===== config.mk =====
export PLATFORM = sky130hd
export DESIGN_NAME = wb_port_arbiter
export DESIGN_NICKNAME = d
export VERILOG_FILES = /design/src/rtl/wb_port_arbiter_pkg.sv /design/src/rtl/wb_result_fifo.sv /design/src/rtl/wb_port_arbiter.sv
export SDC_FILE = /design/constraint.sdc
export NUM_CORES = 1
export LEC_CHECK = 0
export CAP_MARGIN = 20
export CORE_UTILIZATION = 52
export CTS_BUF_LIST = sky130_fd_sc_hd__clkbuf_8
export DETAILED_ROUTE_END_ITERATION = 10
export PLACE_DENSITY_LB_ADDON = 0.05
export SETUP_SLACK_MARGIN = 0.15
export SLEW_MARGIN = 20
export SYNTH_ARGS = -nofsm -noshare
export SYNTH_HDL_FRONTEND = slang
export SYNTH_SLANG_ARGS = --single-unit

===== constraint.sdc =====
create_clock -name clk -period 3.3 [get_ports clk]
set_input_delay 0.33 -clock clk [delete_from_list [all_inputs] [get_ports clk]]
set_output_delay 0.33 -clock clk [all_outputs]
set_load 0.05 [all_outputs]

===== src/rtl/wb_port_arbiter_pkg.sv =====
// Shared types and constants for the register-file write-port arbiter.
package wb_port_arbiter_pkg;

  localparam int REG_W  = 5;
  localparam int DATA_W = 32;
  localparam logic [REG_W-1:0] REG_ZERO = '0;

  // One register-file write request; wdata is DATA_W wide, so DW must not exceed DATA_W.
  typedef struct packed {
    logic              we;
    logic [REG_W-1:0]  wreg;
    logic [DATA_W-1:0] wdata;
  } wb_req_t;

endpackage


===== src/rtl/wb_result_fifo.sv =====
// Synchronous FIFO buffering MDU results; push is also accepted while full if a pop frees a slot.
module wb_result_fifo #(
  parameter int DEPTH = 2,
  parameter int W     = 37
) (
  input  logic         clk,
  input  logic         reset,
  input  logic         push,
  input  logic         pop,
  input  logic [W-1:0] wdata,
  output logic [W-1:0] rdata,
  output logic         full,
  output logic         empty
);

  localparam int AW = $clog2(DEPTH);

  logic [W-1:0]  mem_q [DEPTH];
  logic [AW-1:0] wr_ptr_q, wr_ptr_d;
  logic [AW-1:0] rd_ptr_q, rd_ptr_d;
  logic [AW:0]   count_q, count_d;
  logic          do_push, do_pop;

  assign empty   = (count_q == '0);
  assign full    = (count_q == (AW+1)'(DEPTH));
  assign do_pop  = pop && !empty;
  assign do_push = push && (!full || do_pop);
  assign rdata   = mem_q[rd_ptr_q];

  // NOTE: every variable gets a default first so no path leaves it unassigned (no latch).
  always_comb begin
    wr_ptr_d = wr_ptr_q;
    rd_ptr_d = rd_ptr_q;
    count_d  = count_q;
    if (do_push) wr_ptr_d = wr_ptr_q + 1'b1;
    if (do_pop)  rd_ptr_d = rd_ptr_q + 1'b1;
    case ({do_push, do_pop})
      2'b10:   count_d = count_q + 1'b1;
      2'b01:   count_d = count_q - 1'b1;
      default: count_d = count_q;
    endcase
  end

  // NOTE: state flops use non-blocking assignments so all of them update together at the edge.
  always_ff @(posedge clk or posedge reset) begin
    if (reset) begin
      wr_ptr_q <= '0;
      rd_ptr_q <= '0;
      count_q  <= '0;
    end else begin
      wr_ptr_q <= wr_ptr_d;
      rd_ptr_q <= rd_ptr_d;
      count_q  <= count_d;
    end
  end

  // NOTE: storage is not reset; an entry is only read after it has been written.
  always_ff @(posedge clk) begin
    if (do_push) mem_q[wr_ptr_q] <= wdata;
  end

endmodule


===== src/rtl/wb_port_arbiter.sv =====
// Arbitrates the register-file write port between the WB stage and buffered MDU results.
// Optional macro WB_BYPASS_EN: MDU result written straight through when the FIFO is empty and WB is idle.
module wb_port_arbiter
  import wb_port_arbiter_pkg::*;
#(
  parameter int DEPTH    = 2,
  parameter int MAX_WAIT = 4,
  parameter int DW       = 32
) (
  input  logic          clk,
  input  logic          reset,
  input  logic          pipe_we,
  input  logic [4:0]    pipe_wreg,
  input  logic [DW-1:0] pipe_wdata,
  input  logic          mdu_valid,
  input  logic [4:0]    mdu_wreg,
  input  logic [DW-1:0] mdu_wdata,
  output logic          mdu_ready,
  input  logic          issue_valid,
  input  logic [4:0]    issue_wreg,
  input  logic [4:0]    chk_rs,
  input  logic [4:0]    chk_rt,
  input  logic [4:0]    chk_wd,
  output logic          hazard_stall,
  output logic          bubble_req,
  output logic          rf_we,
  output logic [4:0]    rf_wreg,
  output logic [DW-1:0] rf_wdata,
  output logic          waw_err
);

  localparam int FW    = REG_W + DW;
  localparam int AGE_W = $clog2(MAX_WAIT + 1);

  logic [FW-1:0]    head;
  logic [REG_W-1:0] head_wreg;
  logic [DW-1:0]    head_wdata;
  logic             fifo_full, fifo_empty;
  logic             pipe_win, push, pop;
  logic             sb_clr;
  logic [REG_W-1:0] sb_clr_reg;
  wb_req_t          wr_req;

  logic [31:0]      sb_q, sb_d;
  logic [AGE_W-1:0] age_q, age_d;
  logic             waw_q, waw_d;

  wb_result_fifo #(
    .DEPTH (DEPTH),
    .W     (FW)
  ) u_fifo (
    .clk   (clk),
    .reset (reset),
    .push  (push),
    .pop   (pop),
    .wdata ({mdu_wreg, mdu_wdata}),
    .rdata (head),
    .full  (fifo_full),
    .empty (fifo_empty)
  );

  assign {head_wreg, head_wdata} = head;
  assign pipe_win  = pipe_we && (pipe_wreg != REG_ZERO);
  assign mdu_ready = !reset && !fifo_full;

  always_comb begin
    wr_req     = '0;
    pop        = 1'b0;
    sb_clr     = 1'b0;
    sb_clr_reg = REG_ZERO;
    push       = mdu_valid && mdu_ready;
    if (!reset) begin
      if (pipe_win) begin
        wr_req.we    = 1'b1;
        wr_req.wreg  = pipe_wreg;
        wr_req.wdata = DATA_W'(pipe_wdata);
      end else if (!fifo_empty) begin
        // A head bound for r0 is drained without a write.
        pop          = 1'b1;
        sb_clr       = 1'b1;
        sb_clr_reg   = head_wreg;
        wr_req.we    = (head_wreg != REG_ZERO);
        wr_req.wreg  = head_wreg;
        wr_req.wdata = DATA_W'(head_wdata);
      end
`ifdef WB_BYPASS_EN
      else if (!pipe_we && mdu_valid) begin
        push         = 1'b0;
        sb_clr       = 1'b1;
        sb_clr_reg   = mdu_wreg;
        wr_req.we    = (mdu_wreg != REG_ZERO);
        wr_req.wreg  = mdu_wreg;
        wr_req.wdata = DATA_W'(mdu_wdata);
      end
`endif
    end
  end

  assign rf_we    = wr_req.we;
  assign rf_wreg  = wr_req.wreg;
  assign rf_wdata = DW'(wr_req.wdata);

  always_comb begin
    // Clear first so a same-cycle issue of the same register wins.
    sb_d = sb_q;
    if (sb_clr) sb_d[sb_clr_reg] = 1'b0;
    if (issue_valid && (issue_wreg != REG_ZERO)) sb_d[issue_wreg] = 1'b1;
    sb_d[0] = 1'b0;

    age_d = age_q;
    if (pop || fifo_empty)                 age_d = '0;
    else if (age_q < AGE_W'(MAX_WAIT))     age_d = age_q + 1'b1;

    waw_d = waw_q || (pipe_win && sb_q[pipe_wreg]);
  end

  always_ff @(posedge clk or posedge reset) begin
    if (reset) begin
      sb_q  <= '0;
      age_q <= '0;
      waw_q <= 1'b0;
    end else begin
      sb_q  <= sb_d;
      age_q <= age_d;
      waw_q <= waw_d;
    end
  end

  assign hazard_stall = !reset && (sb_q[chk_rs] || sb_q[chk_rt] || sb_q[chk_wd]);
  assign bubble_req   = !reset && (age_q >= AGE_W'(MAX_WAIT));
  assign waw_err      = waw_q;

endmodule


==> impl_metrics.ini, run 1 <==
[sta]
worst_slew_pin_slew_ps = 617
rsz0062_at_grt = no
drv_slew = 0
hold_violations = 0
fmax_mhz = 345
hold_slack_ps = 482
tns_ps = 0
period_share = 0.878
max-slew-margin-rel = 0.587
final.min_clock_period_ps = 2900
final-setup-viol-count = 0
finalWorstSetupSlack_ps = 404
skew_ps = 15.2

[clocking]
cts_tree = done
htree_levels = 4
worstSkewPairLatency_ps = 420
cts-resized-gates = 0
cts_buffers = 17
cts_setup_buffers = 0
ctsHoldBuffers = 0
cts-root-buf = clkbuf_8
clock-sinks = 113
cts_buffer_depth = 2
clk_pin_slew_ps = 70

[cells_and_area]
nets = 740
multi_input_area_um2 = 2540
seq_area_um2 = 3200
layoutNonFillerInstCount = 792
drive_gt1_frac = 0.187
areaGrowthSynthToFinish_pct = 39.6
diodes = 0
nFillCells = 695

[floorplan]
die-width_um = 109
die_y_um = 109
initial_utilization = 0.539
die_area_um2 = 11800
core-area_um2 = 11000
io_pins = 141
num_rows = 38

[place]
io_buffers = 140
place_inst = 760
routabilityCongestion = 0.876
dp_hpwl_um = 11100
pre_cts_slack_ps = 398

[worst_setup_path]
r2r_slack_ps = 870
worstRegToRegCells = 8
arrival_ps = 2570
path_class = in -> out
crit_fanout = 37
endpoint_kind = output port
start_kind = input port
required_ps = 2970

[worst_hold_path]
hold_depth = 1
hp-class = in -> reg

[drt]
wire_per_inst_um = 19.4
num_vias = 4762
dr.pass1.iters = 5
drt_wl_total_um = 15300
ant_nets = 0
avgViaCountPerCell = 6.01
drcViolationCount = 0
detail_route.iter0.violations = 433

[pwr]
ir_drop_v = 0.000389
power-per-cell-area_nw_per_um2 = 653
p_leak_uw = 0.00307

[logic_synthesis]
seq_area_frac_synth = 0.541
synthCells = 492
synth_fp_nets = 593
synthArstFlopShare = 0.345
yosysWarnings = 0
ys_seq_elements = 113
ys.flop_type = edfxtp_1
syn_avg_cell_area_um2 = 12.0
ys_types = 51
synth_edf_count = 74
netlist_area_um2 = 5910

[grt]
grt_start_max_net_pins = 40
antenna_found_initial = 0
track_usage = 0.274
grt_pass1_wl_um = 24000
grt_overflow = 0
grt_pass1_vias = 4783

[flow_run]
cap_violations = 0

[status]
status = complete, no violations
-- metrics by stage --
stage | util | area [µm²] | total power (µW)
after floorplan | - | 5920 | 3240
after global placement | 0.715 | 7850 | 4020
after detailed placement | 0.715 | 7850 | 4090
after CTS | 0.752 | 8250 | 5410
after global routing | 0.752 | 8250 | 5640
final | 0.752 | 8250 | 5390
-- path summary, 6_finish.rpt --
path | endpoint | startpoint
max | rf_wdata[16] | pipe_wreg[4]
min | u_fifo.mem_q[0][11]$_DFFE_PP_ | mdu_wdata[11]
max reg2reg | u_fifo.count_q[1]$_DFFE_PP0P_ | u_fifo.count_q[0]$_DFFE_PP0P_
min reg2reg | waw_err$_DFF_PP0_ | waw_err$_DFF_PP0_
max in group asynchronous | u_fifo.rd_ptr_q$_DFFE_PP0P_ | reset
min in group asynchronous | u_fifo.wr_ptr_q$_DFFE_PP0P_ | reset
-- power breakdown --
group          internal (µW)  leakage, µW  switching (µW)
clock                    740     0.000197             572
combinational            949      0.00175            1040
sequential              1800      0.00113             292
-- cells in the final DEF, fill, tap and decap left out, types with 3 or more instances in the layout --
cell type,instances
a2111oi_0,6
a21oi_1,7
a221oi_1,6
a31oi_1,3
buf_12,38
buf_4,16
bufinv_16,3
clkbuf_8,17
clkdlybuf4s50_1,101
clkinv_2,3
clkinvlp_4,4
dfrtp_1,38
edfxtp_1,74
inv_1,12
mux2_2,7
mux2i_1,54
mux4_2,20
nand2_1,45
nand3_1,8
nand3b_1,8
nand4_1,5
nor2_1,12
nor2b_1,14
nor3_1,6
o21ai_0,94
o22ai_1,3
xnor2_1,4
-- synthesized netlist by cell type (2+ instances only) --
master | instances | area [µm²]
nor2b_1 | 14 | 87.6
buf_6 | 3 | 33.8
inv_1 | 11 | 41.3
ha_1 | 2 | 25.0
nand3_1 | 8 | 40.0
a31oi_1 | 3 | 18.8
nand3b_1 | 8 | 60.1
nand4_1 | 5 | 31.3
nor2_1 | 14 | 52.6
a311oi_1 | 2 | 17.5
mux4_2 | 20 | 450
edfxtp_1 | 74 | 2220
xor2_1 | 2 | 17.5
dfrtp_1 | 39 | 976
and3_1 | 2 | 12.5
buf_1 | 4 | 15.0
mux2_2 | 7 | 78.8
or3b_2 | 2 | 17.5
nor3_1 | 6 | 30.0
a32o_1 | 2 | 20.0
a21oi_1 | 7 | 35.0
xnor2_1 | 4 | 35.0
a22oi_1 | 2 | 15.0
a2111oi_0 | 6 | 52.6
nand4b_1 | 2 | 17.5
mux2i_1 | 54 | 541
buf_2 | 15 | 75.1
clkbuf_1 | 5 | 18.8
and2_1 | 2 | 12.5
o21ai_0 | 94 | 470
nand2b_1 | 2 | 12.5
a221oi_1 | 6 | 52.6
o22ai_1 | 3 | 18.8
nand2_1 | 45 | 169
-- cells by family after synthesis --
kind of cell / synth area share
DFF: 0.541
muxes: 0.181
adders and majority gates: 0.00423
xor gates and xnor gates: 0.00889
buffers and inverters: 0.0317
and+or+nand+nor: 0.102
AOI/OAI and AO/OA: 0.132
-- metal layers --
metal  up-vias  part of all wire  GRT usage
li1       2190                 -          -
met1      2325              0.40      0.352
met2       228              0.51      0.461
met3        19             0.068     0.0544
met4         0             0.015      0.101
met5         -                 0          0
-- state kept, by name (all words and copies together), names as in the netlist --
signal and flops:
age_q 3, sb_q 31, u_fifo.wr_ptr_q 1, u_fifo.count_q 2, waw_err 1, u_fifo.rd_ptr_q 1
u_fifo.mem_q 74
-- worst max-delay path, stage by stage --
cell and delay, ps:
clkdlybuf4s50_1 530, or4_4 470, o21ai_4 150, nand2_2 380, o21ai_0 500, buf_12 190
-- layout make-up --
cell class,instances,area share
Clock buffer,17,0.0283
Clock inverter,15,0.0205
Inverter,12,0.00546
Multi-Input combinational cell,340,0.308
Sequential cell,113,0.388
Tap cell,140,0.0212
Timing Repair Buffer,155,0.229
(Power assumes the default switching activity.)
==> run 2: changes to the inputs <==
--- a/config.mk
+++ b/config.mk
@@ -5,6 +5,7 @@
 export SDC_FILE = /design/constraint.sdc
 export NUM_CORES = 1
 export LEC_CHECK = 0
+export ABC_AREA = 0
 export CAP_MARGIN = 20
 export CORE_UTILIZATION = 52
 export CTS_BUF_LIST = sky130_fd_sc_hd__clkbuf_8
@@ -15,3 +16,4 @@
 export SYNTH_ARGS = -nofsm -noshare
 export SYNTH_HDL_FRONTEND = slang
 export SYNTH_SLANG_ARGS = --single-unit
+export TNS_END_PERCENT = 5
==> results of run 2 <==
The final DEF is identical to that of run 1; final timing and power are the same.
==> run 3: changes to the inputs <==
--- a/config.mk
+++ b/config.mk
@@ -7,7 +7,7 @@
 export LEC_CHECK = 0
 export ABC_AREA = 0
 export CAP_MARGIN = 20
-export CORE_UTILIZATION = 52
+export CORE_UTILIZATION = 55
 export CTS_BUF_LIST = sky130_fd_sc_hd__clkbuf_8
 export DETAILED_ROUTE_END_ITERATION = 10
 export PLACE_DENSITY_LB_ADDON = 0.05
==> constraint.sdc (replaced) <==
create_clock -name clk -period 3.7 [get_ports clk]
set_input_delay 0.37 -clock clk [delete_from_list [all_inputs] [get_ports clk]]
set_output_delay 0.37 -clock clk [all_outputs]
set_load 0.05 [all_outputs]
==> impl_metrics.ini, run 3 (synthesized netlist as in run 1, its figures left out) <==
[status]
status = complete, no violations

[drt]
ant_nets = 0
wire_per_inst_um = 19.4
avgViaCountPerCell = 6.15
dr.pass1.iters = 5
num_vias = 4819
drcViolationCount = 0
drt_wl_total_um = 15200
detail_route.iter0.violations = 497

[sta]
skew_ps = 9.98
rsz0062_at_grt = no
period_share = 0.901
final.min_clock_period_ps = 3330
finalWorstSetupSlack_ps = 365
hold_violations = 0
worst_slew_pin_slew_ps = 854
max-slew-margin-rel = 0.430
tns_ps = 0
final-setup-viol-count = 0
fmax_mhz = 300
drv_slew = 0

[place]
place_inst = 751
placed_area_um2 = 7790
dp_hpwl_um = 11000
pre_cts_slack_ps = 430
routabilityCongestion = 0.880
io_buffers = 140

[floorplan]
io_pins = 141
initial_utilization = 0.570
num_rows = 37
die_y_um = 106
core-area_um2 = 10400
die_area_um2 = 11200
die-width_um = 106

[clocking]
clock-sinks = 113
cts_setup_buffers = 0
cts_buffers = 17
clk_pin_slew_ps = 70
ctsHoldBuffers = 0
cts_buffer_depth = 2
cts-root-buf = clkbuf_8
htree_levels = 4
cts_tree = done
worstSkewPairLatency_ps = 420
cts-resized-gates = 0

[grt]
grt_start_max_net_pins = 38
grt_pass1_vias = 4840
grt_overflow = 0
grt_pass1_wl_um = 24200
antenna_found_initial = 0
track_usage = 0.284

[pwr]
total_power_uw = 4820
power-per-cell-area_nw_per_um2 = 587
ir_drop_v = 0.000410
p_leak_uw = 0.00304

[worst_setup_path]
required_ps = 3330
arrival_ps = 2960
path_class = in -> out
regToRegStartpoint = u_fifo.count_q[0]$_DFFE_PP0P_
crit_fanout = 37
startpoint = pipe_wreg[2]
start_kind = input port
r2r_slack_ps = 1290
endpoint_kind = output port

[cells_and_area]
largestRegisters = u_fifo.mem_q (74), sb_q (31), age_q (3)
nFillCells = 633
drive_gt1_frac = 0.181
diodes = 0
stdcell_area_um2 = 8210
largest_register_ffs = 74
mostFrequentLayoutCell = clkdlybuf4s50_1
layoutNonFillerInstCount = 783
top_register = u_fifo.mem_q
final_cell_mix = clkdlybuf4s50_1 (102), o21ai_0 (94), edfxtp_1 (74), mux2i_1 (54), nand2_1 (45)
areaGrowthSynthToFinish_pct = 38.8
nets = 735

[worst_hold_path]
hp-class = reg -> reg
hold_start = waw_err$_DFF_PP0_

[flow_run]
cap_violations = 0
## run 3: layout make-up
cell class / instances / area (µm²) / share of cell area
Timing Repair Buffer: 150 / 1830 / 0.223
Clock inverter: 15 / 183 / 0.0223
Clock buffer: 17 / 234 / 0.0285
Inverter: 12 / 45.0 / 0.00549
Sequential cell: 113 / 3200 / 0.390
Multi-Input combinational cell: 340 / 2540 / 0.310
Tap cell: 136 / 170 / 0.0207
## run 3: layer usage
metal	track usage	vias up	wire [µm]
met4	0.0823	0	205
met2	0.481	275	7770
met5	0	-	0
li1	-	2182	-
met1	0.371	2335	6030
met3	0.0557	27	1170
## run 3: through the flow
step            util  hold slack (ps)
2_1_floorplan      -              469
3_3_place_gp   0.751              463
3_5_place_dp   0.751              463
4_1_cts        0.791              474
5_1_grt        0.792              487
6_report       0.792              481
## run 3: worst max-delay path: stages
cell             delay, ps
clkdlybuf4s50_1        440
or4_4                  560
o21ai_4                170
buf_4                  230
nand2_2                410
o21ai_0                560
buf_12                 200
## run 3: worst paths after layout
kind	to	cells after the start
max	rf_wdata[19]	7
min	waw_err$_DFF_PP0_	1
max reg2reg	u_fifo.count_q[1]$_DFFE_PP0P_	8
min reg2reg	waw_err$_DFF_PP0_	1
max in group asynchronous	sb_q[17]$_DFF_PP0_	3
min in group asynchronous	u_fifo.wr_ptr_q$_DFFE_PP0P_	2
## run 3: power by group
part	switching (µW)	internal, µW	total [µW]	leakage [µW]
registers	255	1610	1860	0.00113
clock network	527	672	1200	0.000201
logic	928	832	1760	0.00172
